==> src/rtl/stash_input_ctrl.sv <==
// Button/switch front end for the sample stash: synchronizes raw inputs, debounces the two
// buttons and produces one-cycle store/advance strobes plus the captured switch value.
module stash_input_ctrl #(
    parameter int unsigned WIDTH    = 8,
    parameter int unsigned DEBOUNCE = 1000000
) (
    input  logic             clk,
    input  logic             reset,
    input  logic [WIDTH-1:0] sw,
    input  logic             btn_store,
    input  logic             btn_next,
    output logic [WIDTH-1:0] sample_in,
    output logic             sample_in_valid,
    output logic             next_sample
);

    localparam int unsigned    CW      = $clog2(DEBOUNCE + 1);
    localparam logic [CW-1:0]  CNT_MAX = CW'(DEBOUNCE);

    localparam logic [1:0] IDLE         = 2'd0;
    localparam logic [1:0] PRESS_WAIT   = 2'd1;
    localparam logic [1:0] PRESSED      = 2'd2;
    localparam logic [1:0] RELEASE_WAIT = 2'd3;

    // Index 0 is the store button, index 1 the next button.
    logic [WIDTH-1:0] sw_meta_q;
    logic [WIDTH-1:0] s_sw;
    logic [1:0]       btn_meta_q;
    logic [1:0]       s_btn;

    logic [1:0]    state_q [2];
    logic [1:0]    state_d [2];
    logic [CW-1:0] cnt_q   [2];
    logic [CW-1:0] cnt_d   [2];
    logic [1:0]    pulse_d;

    logic pending_q;
    logic store_pulse;
    logic next_req;

    always_ff @(posedge clk or posedge reset) begin
        if (reset) begin
            sw_meta_q  <= '0;
            s_sw       <= '0;
            btn_meta_q <= '0;
            s_btn      <= '0;
        end else begin
            sw_meta_q  <= sw;
            s_sw       <= sw_meta_q;
            btn_meta_q <= {btn_next, btn_store};
            s_btn      <= btn_meta_q;
        end
    end

    always_comb begin
        for (int i = 0; i < 2; i++) begin
            state_d[i] = state_q[i];
            cnt_d[i]   = cnt_q[i];
            pulse_d[i] = 1'b0;
            case (state_q[i])
                IDLE: begin
                    if (s_btn[i]) begin
                        state_d[i] = PRESS_WAIT;
                        cnt_d[i]   = CW'(1);
                    end
                end
                PRESS_WAIT: begin
                    if (!s_btn[i]) begin
                        state_d[i] = IDLE;
                        cnt_d[i]   = '0;
                    end else if (cnt_q[i] == CNT_MAX) begin
                        state_d[i] = PRESSED;
                        pulse_d[i] = 1'b1;
                    end else begin
                        cnt_d[i] = cnt_q[i] + CW'(1);
                    end
                end
                PRESSED: begin
                    if (!s_btn[i]) begin
                        state_d[i] = RELEASE_WAIT;
                        cnt_d[i]   = CW'(1);
                    end
                end
                RELEASE_WAIT: begin
                    if (s_btn[i]) begin
                        state_d[i] = PRESSED;
                    end else if (cnt_q[i] == CNT_MAX) begin
                        state_d[i] = IDLE;
                        cnt_d[i]   = '0;
                    end else begin
                        cnt_d[i] = cnt_q[i] + CW'(1);
                    end
                end
                default: begin
                    state_d[i] = IDLE;
                    cnt_d[i]   = '0;
                end
            endcase
        end
    end

    always_ff @(posedge clk or posedge reset) begin
        if (reset) begin
            for (int i = 0; i < 2; i++) begin
                state_q[i] <= IDLE;
                cnt_q[i]   <= '0;
            end
        end else begin
            for (int i = 0; i < 2; i++) begin
                state_q[i] <= state_d[i];
                cnt_q[i]   <= cnt_d[i];
            end
        end
    end

    // A next request colliding with a store is deferred one cycle via pending_q.
    assign store_pulse = pulse_d[0];
    assign next_req    = pulse_d[1] | pending_q;

    always_ff @(posedge clk or posedge reset) begin
        if (reset) begin
            sample_in       <= '0;
            sample_in_valid <= 1'b0;
            next_sample     <= 1'b0;
            pending_q       <= 1'b0;
        end else begin
            sample_in_valid <= store_pulse;
            next_sample     <= next_req & ~store_pulse;
            pending_q       <= next_req & store_pulse;
            if (store_pulse) begin
                sample_in <= s_sw;
            end
        end
    end

endmodule

==> config.mk <==
export PLATFORM = sky130hd
export DESIGN_NAME = stash_input_ctrl
export DESIGN_NICKNAME = d
export VERILOG_FILES = /design/src/rtl/stash_input_ctrl.sv
export SDC_FILE = /design/constraint.sdc
export NUM_CORES = 1
export LEC_CHECK = 0
export CAP_MARGIN = 20
export CORE_ASPECT_RATIO = 0.75
export CORE_MARGIN = 4
export CORE_UTILIZATION = 25
export CTS_CLUSTER_DIAMETER = 40
export DETAILED_ROUTE_END_ITERATION = 12
export GPL_TIMING_DRIVEN = 0
export PLACE_DENSITY_LB_ADDON = 0.3
export SLEW_MARGIN = 30
export SYNTH_ARGS = -nofsm -noshare
export SYNTH_HDL_FRONTEND = slang
export SYNTH_SLANG_ARGS = --single-unit
==> constraint.sdc <==
create_clock -name clk -period 2.74 [get_ports clk]
set_input_delay 0.548 -clock clk [delete_from_list [all_inputs] [get_ports clk]]
set_output_delay 0.548 -clock clk [all_outputs]
set_load 0.02 [all_outputs]
==> impl_table.tex, run 1 <==
\begin{tabular}{lr}
\hline
Metric & Value \\
\hline
\multicolumn{2}{l}{\textbf{Placement}} \\
\quad Count of placed standard cells including taps & 576 \\
\quad Number of I/O port buffers & 21 \\
\quad Dpl ws & 0.147 ns \\
\quad HPWL after DPL & 5720 microns \\
\quad Weighted congestion reported at the end of routability-driven placement & 0.785 \\
\multicolumn{2}{l}{\textbf{Setup path}} \\
\quad Maximum net fanout on the critical path & 9 \\
\quad CP cell instances & clkbuf\_1 > or4bb\_1 > or2\_4 > nor4\_4 > mux2\_2 \\
\quad Worst Path Arrival & 2.79 ns \\
\quad Worst setup path category & reg -> reg \\
\quad Reg-to-Reg Start & cnt\_q[27] \\
\quad Count of cells along the worst register-to-register path & 5 \\
\quad CP required & 2.95 ns \\
\quad Sum of buffers and inverters on the critical path & 1 \\
\quad Maximum cell stage delay along the critical path & 0.61 ns \\
\quad Cell at the slowest stage of the critical path & nor4\_4 \\
\quad Critical register-to-register path endpoint & sample\_in[4] \\
\quad Category of the worst setup path capture point & register \\
\quad Startpoint kind of the worst setup timing path & register \\
\quad Flop2flop setup slack & 0.16 ns \\
\quad Top Family by Delay on Critical Path & simple AND/OR/NAND/NOR gates \\
\multicolumn{2}{l}{\textbf{Timing}} \\
\quad Final period util & 94.1\% \\
\quad Time the final worst path needs with I/O delays and setup & 2.58 ns \\
\quad Total setup violations reported at the end of the flow & 0 \\
\quad Minimum setup slack in the final design & 0.162 ns \\
\quad Slew HR & 42.8\% \\
\quad Max Transition Viols Final & 0 \\
\quad Clock skew after layout & 0.0126 ns \\
\quad Total negative slack & 0 ns \\
\quad Worst-case hold slack & 0.338 ns \\
\quad Final Hold Vio Count & 0 \\
\quad Achievable frequency & 388 MHz \\
\quad Unrepaired setup endpoints after global routing & false \\
\quad Worst-Margin Slew & 0.851 ns \\
\multicolumn{2}{l}{\textbf{Power and ir drop}} \\
\quad Power per cell area & 573 nW/um\^{}2 \\
\quad Maximum vdd ir drop & 0.000364 V \\
\quad Leakage power total & 1.77 nW \\
\multicolumn{2}{l}{\textbf{Global routing}} \\
\quad Initial antenna violation count & 0 \\
\quad All-layer global routing usage & 10.4\% \\
\quad Pin count of the biggest net entering global routing & 46 \\
\quad Wire length of the first global-routing pass & 14100 microns \\
\quad Vias in the first global route & 2844 \\
\quad Global route total overflow & 0 \\
\multicolumn{2}{l}{\textbf{Synthesis}} \\
\quad Post-synth EDFFs & 0 \\
\quad Synthesis-stage register bit count & 75 \\
\quad Post-synth design cell area & 3660 sq um \\
\quad Number of nets in the synthesized netlist & 370 \\
\quad Number of unique standard cell types used by synthesis & 49 \\
\quad Cell type contributing the most total cell area after synthesis & dfrtp\_1 \\
\quad Synth Instances & 354 \\
\quad Average cell area after synthesis & 10.3 sq um \\
\quad Top-area cell type share of the netlist area & 51.2\% \\
\quad Synth warn & 0 \\
\quad Sequential share of the synthesized area & 51.2\% \\
\quad Share of synthesized registers carrying an async set or reset & 100\% \\
\quad Flip-flop cell with the highest count after synthesis & dfrtp\_1 \\
\quad Largest cells by area after synthesis & dfrtp\_1 (51\%), mux2\_2 (3.4\%), xnor2\_1 (3.1\%) \\
\multicolumn{2}{l}{\textbf{Routing}} \\
\quad DR WL met3 & 481 microns \\
\quad DR iter-0 viols & 227 \\
\quad Vias & 2828 \\
\quad Routed length per instance & 13.4 microns \\
\quad Via density per instance & 4.78 \\
\quad Final wirelength & 7930 microns \\
\quad Router iterations before antenna repair & 4 \\
\quad Top routing layer used & met4 \\
\quad Met2 WL & 3260 microns \\
\quad Remaining antenna violation count & 0 \\
\quad DRC Markers & 0 \\
\quad Detailed-route wire length on metal 1 & 4090 microns \\
\multicolumn{2}{l}{\textbf{Floorplan}} \\
\quad Chip width & 148 microns \\
\quad Die Footprint & 16700 sq um \\
\quad Die Ht & 113 microns \\
\quad Starting density of the core & 25.4\% \\
\quad Top-level I/O count & 22 \\
\quad Total core area & 14400 sq um \\
\quad Placement Rows & 38 \\
\multicolumn{2}{l}{\textbf{Min path}} \\
\quad Hold Path Sink & s\_sw[7] \\
\quad Hold Path Stages & 0 \\
\quad Worst Hold Launch & sw\_meta\_q[7] \\
\quad Worst Hold Class & reg -> reg \\
\multicolumn{2}{l}{\textbf{Clocking}} \\
\quad Total clock sinks & 75 \\
\quad PostCTS Resize Cnt & 0 \\
\quad \# H-tree levels & 3 \\
\quad Hold buffers post-CTS & 0 \\
\quad CTS Buffer Depth & 2 \\
\quad Number of post-CTS setup repair buffers & 0 \\
\quad Total clock buffers created by CTS & 9 \\
\quad Clk\_lat worst skew & 0.33 ns \\
\quad CTS Root Buffer Type & clkbuf\_16 \\
\quad Post-CTS clock slew at the launch and capture registers of the worst setup and hold paths & 0.07 ns \\
\quad CTS tree & yes \\
\multicolumn{2}{l}{\textbf{Outcome}} \\
\quad Result of the run & finished clean \\
\multicolumn{2}{l}{\textbf{Cells and area}} \\
\quad Post-route insts no fill & 592 \\
\quad Share of layout cells above drive strength 1 & 10.7\% \\
\quad Relative area change from synthesis to final layout & 21.8\% \\
\quad Number of fill cells in the layout & 1477 \\
\quad Count of inserted antenna diode cells & 0 \\
\quad Layout Nets & 403 \\
\quad Final Core Density & 31.0\% \\
\multicolumn{2}{l}{\textbf{Job}} \\
\quad Number of max-capacitance violations reported & 0 \\
\hline
\end{tabular}
==> placed cells by master, fill, tap and decap left out, types with 3 or more instances in the layout <==
| master | n |
|---|---|
| xor2_1 | 8 |
| ha_1 | 4 |
| o21ai_0 | 5 |
| dfrtp_1 | 75 |
| nor3b_1 | 5 |
| xnor2_1 | 13 |
| and2_1 | 3 |
| mux2_2 | 11 |
| nor2_1 | 29 |
| or4_1 | 11 |
| nor3_1 | 13 |
| a21oi_1 | 17 |
| clkbuf_1 | 12 |
| nand2b_1 | 3 |
| o211ai_1 | 4 |
| and3_1 | 7 |
| o31ai_1 | 8 |
| nor4_1 | 6 |
| nor4b_1 | 5 |
| inv_1 | 11 |
| nand4_1 | 12 |
| and4_1 | 3 |
| clkbuf_16 | 9 |
| nand2_1 | 30 |
| or3_1 | 7 |
| nand4b_1 | 3 |
| nand3_1 | 21 |
| inv_6 | 3 |
| clkdlybuf4s50_1 | 21 |
==> per-layer routing <==
layer / vias to the layer above / track usage, %
met5: - / 0
met4: 0 / 2.92
met3: 8 / 2.92
met2: 75 / 14.8
met1: 1382 / 15.3
li1: 1363 / -
==> per-stage QoR <==
stage	power (W)	cell area (sq um)
CTS	0.00258	4450
global route	0.00267	4460
detailed placement	0.00137	4150
finish	0.00255	4460
global placement	0.00136	4120
floorplan	0.00130	3660
==> area by class of cell <==
type	count	area [sq um]	area share (%)
buffer	12	50.0	1.12
clock buffer	12	246	5.53
clock inverter	4	56.3	1.26
inverter	12	47.5	1.07
multi-input combinational	255	1700	38.2
sequential	75	1880	42.1
tap	200	250	5.61
timing repair buffer	22	230	5.16
==> power breakdown <==
| part | total, W | switching (W) | internal (W) |
|---|---|---|---|
| sequential | 0.00118 | 0.0000364 | 0.00114 |
| clock | 0.00121 | 0.000465 | 0.000741 |
| combinational | 0.000171 | 0.000103 | 0.0000673 |
==> synthesized netlist by cell type (6+ instances only) <==
cell type,count
nor2_1,29
nand2_1,30
nor4_1,6
a21oi_1,17
xor2_1,8
dfrtp_1,75
o31ai_1,8
nand3_1,21
or3_1,7
mux2_2,11
nor3_1,13
and3_1,7
nand4_1,12
xnor2_1,13
or4_1,11
clkbuf_1,10
inv_1,12
==> kinds of logic (layout without fill, tap and decap cells) <==
family / Yosys count / after routing / share of synthesized area (%)
and+or+nand+nor: 174 / 174 / 27.8
DFF: 75 / 75 / 51.2
AOI/OAI and AO/OA: 44 / 44 / 8.34
buffers and inverters: 24 / 62 / 2.60
xor gates and xnor gates: 21 / 21 / 5.02
muxes: 12 / 12 / 3.66
adders and majority gates: 4 / 4 / 1.37
==> worst max path at each step <==
| stage | from | endpoint | slack, ns | depth (start not counted) |
|---|---|---|---|---|
| after floorplan | reset | async pin | 0.28 | 1 |
| after global placement | reset | cnt_q[22] | -1.01 | 2 |
| after detailed placement | cnt_q[22] | sample_in[4] | 0.15 | 4 |
| after CTS | cnt_q[27] | sample_in[4] | 0.13 | 5 |
| after global routing | cnt_q[27] | sample_in[4] | 0.01 | 5 |
| final | cnt_q[27] | sample_in[4] | 0.16 | 5 |
==> sequential cells by signal, summed over array words and instances, names as in the netlist, named ones only <==
| register | count |
|---|---|
| cnt_q | 40 |
| sample_in_valid | 1 |
| pending_q | 1 |
| sample_in | 8 |
| state_q | 2 |
| s_sw | 8 |
| sw_meta_q | 8 |
| next_sample | 1 |
| s_btn | 2 |
| btn_meta_q | 2 |
Power figures use the tool's default switching activity.
==> run 2, diff against run 1 <==
--- a/config.mk
+++ b/config.mk
@@ -5,12 +5,14 @@
 export SDC_FILE = /design/constraint.sdc
 export NUM_CORES = 1
 export LEC_CHECK = 0
+export ABC_CLOCK_PERIOD_IN_PS = 2740
 export CAP_MARGIN = 20
 export CORE_ASPECT_RATIO = 0.75
 export CORE_MARGIN = 4
 export CORE_UTILIZATION = 25
 export CTS_CLUSTER_DIAMETER = 40
 export DETAILED_ROUTE_END_ITERATION = 12
+export GPL_ROUTABILITY_DRIVEN = 0
 export GPL_TIMING_DRIVEN = 0
 export PLACE_DENSITY_LB_ADDON = 0.3
 export SLEW_MARGIN = 30
==> results of run 2 <==
No change in the layout: final DEF, timing and power equal those of run 1.
==> run 3, diff against run 2 <==
--- a/config.mk
+++ b/config.mk
@@ -5,6 +5,7 @@
 export SDC_FILE = /design/constraint.sdc
 export NUM_CORES = 1
 export LEC_CHECK = 0
+export ABC_AREA = 1
 export ABC_CLOCK_PERIOD_IN_PS = 2740
 export CAP_MARGIN = 20
 export CORE_ASPECT_RATIO = 0.75
==> impl_table.tex, run 3 <==
\begin{tabular}{lr}
\hline
Metric & Value \\
\hline
\multicolumn{2}{l}{\textbf{Timing}} \\
\quad Unrepaired setup endpoints after global routing & false \\
\quad Worst-case hold slack & 0.340 ns (+0.00281 ns) \\
\quad Max Transition Viols Final & 0 (unchanged) \\
\quad Worst-Margin Slew & 0.564 ns (-0.287 ns) \\
\quad Time the final worst path needs with I/O delays and setup & 1.88 ns (-0.699 ns) \\
\quad Achievable frequency & 532 MHz (+37\%) \\
\quad Total setup violations reported at the end of the flow & 0 (unchanged) \\
\quad Slew HR & 62.4\% (+20 points) \\
\quad Clock skew after layout & 0.00704 ns (-0.00558 ns) \\
\quad Final Hold Vio Count & 0 (unchanged) \\
\quad Final period util & 68.6\% (-25 points) \\
\multicolumn{2}{l}{\textbf{Synthesis}} \\
\quad Sequential share of the synthesized area & 42.3\% (-9.0 points) \\
\quad Most frequent cells after synthesis & nand2\_1 (208), dfrtp\_1 (75), nor2\_1 (68) \\
\quad Xor/xnor share of the synthesized area & 2.17\% (-2.9 points) \\
\quad Post-synth design cell area & 4440 sq um (+21\%) \\
\quad Synth Instances & 628 (+77\%) \\
\quad Synthesized-area fraction occupied by ao, oa, aoi and oai cells & 7.56\% (-0.78 points) \\
\quad Largest cells by area after synthesis & dfrtp\_1 (42\%), nand2\_1 (18\%), nand3\_1 (6.9\%) \\
\quad Synthesis-stage register bit count & 75 (unchanged) \\
\quad Number of nets in the synthesized netlist & 644 (+74\%) \\
\quad Multiplexer fraction of the synthesized cell area & 0\% (-3.7 points) \\
\quad Post-Synth Simple-Gate Area & 38.1\% (+10 points) \\
\quad Share of synthesized registers carrying an async set or reset & 100\% (unchanged) \\
\quad Flip-flop cell with the highest count after synthesis & dfrtp\_1 \\
\quad Number of unique standard cell types used by synthesis & 32 (-35\%) \\
\quad Post-synth EDFFs & 0 (unchanged) \\
\quad Top-count cell post-synth & nand2\_1 \\
\quad Average cell area after synthesis & 7.07 sq um (-32\%) \\
\quad Top-area cell type share of the netlist area & 42.3\% (-9.0 points) \\
\quad Area share of fa/ha/maj cells after synthesis & 1.13\% (-0.24 points) \\
\quad Synth warn & 0 (unchanged) \\
\quad Combinational family with the most area after synthesis & simple AND/OR/NAND/NOR gates \\
\quad Cell type contributing the most total cell area after synthesis & dfrtp\_1 \\
\multicolumn{2}{l}{\textbf{Clocking}} \\
\quad \# H-tree levels & 3 (unchanged) \\
\quad CTS Buffer Depth & 2 (unchanged) \\
\quad CTS tree & yes \\
\quad Post-CTS clock slew at the launch and capture registers of the worst setup and hold paths & 0.07 ns (about the same) \\
\quad Total clock sinks & 75 (unchanged) \\
\quad Clk\_lat worst skew & 0.34 ns (about the same) \\
\quad Number of post-CTS setup repair buffers & 0 (unchanged) \\
\quad Total clock buffers created by CTS & 9 (unchanged) \\
\quad CTS Root Buffer Type & clkbuf\_16 \\
\quad PostCTS Resize Cnt & 0 (unchanged) \\
\quad Hold buffers post-CTS & 0 (unchanged) \\
\multicolumn{2}{l}{\textbf{Global routing}} \\
\quad Wire length of the first global-routing pass & 19500 microns (+39\%) \\
\quad GRT Max-Usage Layer & met1 \\
\quad Pin count of the biggest net entering global routing & 46 (unchanged) \\
\quad GRT met1 Usage & 19.7\% (+4.4 points) \\
\quad Vias in the first global route & 3668 (+29\%) \\
\quad GR Util met2 & 16.0\% (+1.1 points) \\
\quad Met3 layer usage reported by global route & 3.30\% (+0.38 points) \\
\quad Initial antenna violation count & 0 (unchanged) \\
\quad Global route total overflow & 0 (unchanged) \\
\quad All-layer global routing usage & 12.4\% (+2.0 points) \\
\multicolumn{2}{l}{\textbf{Cells and area}} \\
\quad Leading cell types in the layout, fill and taps excluded & nand2\_1 (208), dfrtp\_1 (75), nor2\_1 (68) \\
\quad Share of layout cells above drive strength 1 & 8.71\% (-2.0 points) \\
\quad Number of fill cells in the layout & 1879 (+27\%) \\
\quad Largest Register & cnt\_q \\
\quad Cell area after layout & 5270 sq um (+18\%) \\
\quad Footprint of the multi-input gates & 2170 sq um (+28\%) \\
\quad Count of inserted antenna diode cells & 0 (unchanged) \\
\quad Leading cell type in the layout, fill and taps excluded & nand2\_1 \\
\quad Post-route insts no fill & 902 (+52\%) \\
\quad Final Core Density & 30.8\% (-0.20 points) \\
\quad Flip-flop count of the largest register after layout & 40 (unchanged) \\
\quad Flip-flop and latch area & 1880 sq um (unchanged) \\
\quad Relative area change from synthesis to final layout & 18.7\% \\
\quad Layout Nets & 677 (+68\%) \\
\multicolumn{2}{l}{\textbf{Placement}} \\
\quad Number of I/O port buffers & 21 (unchanged) \\
\quad Count of placed standard cells including taps & 886 (+54\%) \\
\quad HPWL after DPL & 8890 microns (+55\%) \\
\quad Total cell area at the placement stage & 4980 sq um (+20\%) \\
\multicolumn{2}{l}{\textbf{Setup path}} \\
\quad Flop2flop setup slack & 0.87 ns (+0.71 ns) \\
\quad Maximum cell stage delay along the critical path & 0.61 ns (about the same) \\
\quad Category of the worst setup path capture point & output pin \\
\quad Cell at the slowest stage of the critical path & clkdlybuf4s50\_1 \\
\quad Startpoint kind of the worst setup timing path & register \\
\quad Maximum net fanout on the critical path & 2 (-7) \\
\quad Sum of buffers and inverters on the critical path & 1 (unchanged) \\
\quad CP cell instances & clkdlybuf4s50\_1 \\
\quad Count of cell instances traversed by the critical path & 1 (-4) \\
\quad Top Family by Delay on Critical Path & buffers and inverters \\
\quad CP required & 2.19 ns (-0.76 ns) \\
\quad Critical Path Start & sample\_in[1] \\
\quad Count of cells along the worst register-to-register path & 12 (+7) \\
\quad Reg-to-Reg Start & cnt\_q[20] \\
\quad Critical register-to-register path endpoint & cnt\_q[23] \\
\quad Worst setup path category & reg -> out \\
\quad Termination of the worst setup path & sample\_in[1] \\
\quad Worst Path Arrival & 1.33 ns (-1.46 ns) \\
\multicolumn{2}{l}{\textbf{Floorplan}} \\
\quad Placement Rows & 41 (+7.9\%) \\
\quad Starting density of the core & 25.9\% (+0.48 points) \\
\quad Top-level I/O count & 22 (unchanged) \\
\quad Die Footprint & 20000 sq um (+20\%) \\
\quad Chip width & 162 microns (+9.5\%) \\
\quad Die Ht & 123 microns (+9.4\%) \\
\quad Total core area & 17100 sq um (+19\%) \\
\multicolumn{2}{l}{\textbf{Outcome}} \\
\quad Result of the run & finished clean \\
\multicolumn{2}{l}{\textbf{Job}} \\
\quad Number of max-capacitance violations reported & 0 (unchanged) \\
\multicolumn{2}{l}{\textbf{Routing}} \\
\quad DR iter-0 viols & 458 (+100\%) \\
\quad Final wirelength & 12000 microns (+51\%) \\
\quad DRC Markers & 0 (unchanged) \\
\quad Router iterations before antenna repair & 5 (+1) \\
\quad Routed length per instance & 13.3 microns (-0.76\%) \\
\quad Remaining antenna violation count & 0 (unchanged) \\
\quad Vias & 4080 (+44\%) \\
\quad Via density per instance & 4.52 (-5.3\%) \\
\multicolumn{2}{l}{\textbf{Power and ir drop}} \\
\quad Leakage power total & 2.45 nW (+38\%) \\
\quad Design Power & 0.00300 W (+18\%) \\
\quad Power per cell area & 570 nW/um\^{}2 (-0.55\%) \\
\quad Maximum vdd ir drop & 0.000554 V (+52\%) \\
\multicolumn{2}{l}{\textbf{Min path}} \\
\quad Worst Hold Class & reg -> reg \\
\quad Worst Hold Launch & sw\_meta\_q[0] \\
\hline
\end{tabular}
==> run 3: final cells by class <==
type / count / area share, %
clock inverter: 6 / 1.02
sequential: 75 / 35.6
multi-input combinational: 460 / 41.3
tap: 236 / 5.60
timing repair buffer: 22 / 4.51
inverter: 79 / 5.72
buffer: 14 / 1.71
clock buffer: 10 / 4.54
==> run 3: cell families (layout without fill, tap and decap cells) <==
family	count (synthesis)	in the layout
buffers and inverters	93	131
AO/OA/AOI/OAI	56	56
AND/OR/NAND/NOR	389	389
adder cells (fa/ha/maj)	4	4
flip-flops	75	75
XOR/XNOR	11	11
==> run 3: per-layer routing <==
| layer | wire length (microns) | vias to the layer above |
|---|---|---|
| li1 | - | 2088 |
| met4 | 138 | 0 |
| met2 | 4410 | 147 |
| met3 | 899 | 12 |
| met1 | 6540 | 1833 |
| met5 | 0 | - |
==> run 3: worst min path at each step <==
stage,to,slack (ns),cells after the start
6_report,s_sw[0],0.34,0
4_1_cts,s_sw[0],0.34,0
3_5_place_dp,s_btn[0],0.33,0
5_1_grt,s_btn[1],0.35,0
2_1_floorplan,s_btn[0],0.33,0
3_3_place_gp,s_sw[3],0.33,0
==> run 3: power by group <==
part           switching [W]  internal [W]  leakage, nW
combinational       0.000432      0.000173         1.31
clock               0.000524      0.000658        0.142
sequential         0.0000549       0.00116        0.989
==> run 3: through the flow <==
stage	worst slack, ns	setup TNS (ns)
2_1_floorplan	0.282	0
3_3_place_gp	-1.18	-87.72
3_5_place_dp	0.879	0
4_1_cts	0.838	0
5_1_grt	0.664	0
6_report	0.861	0
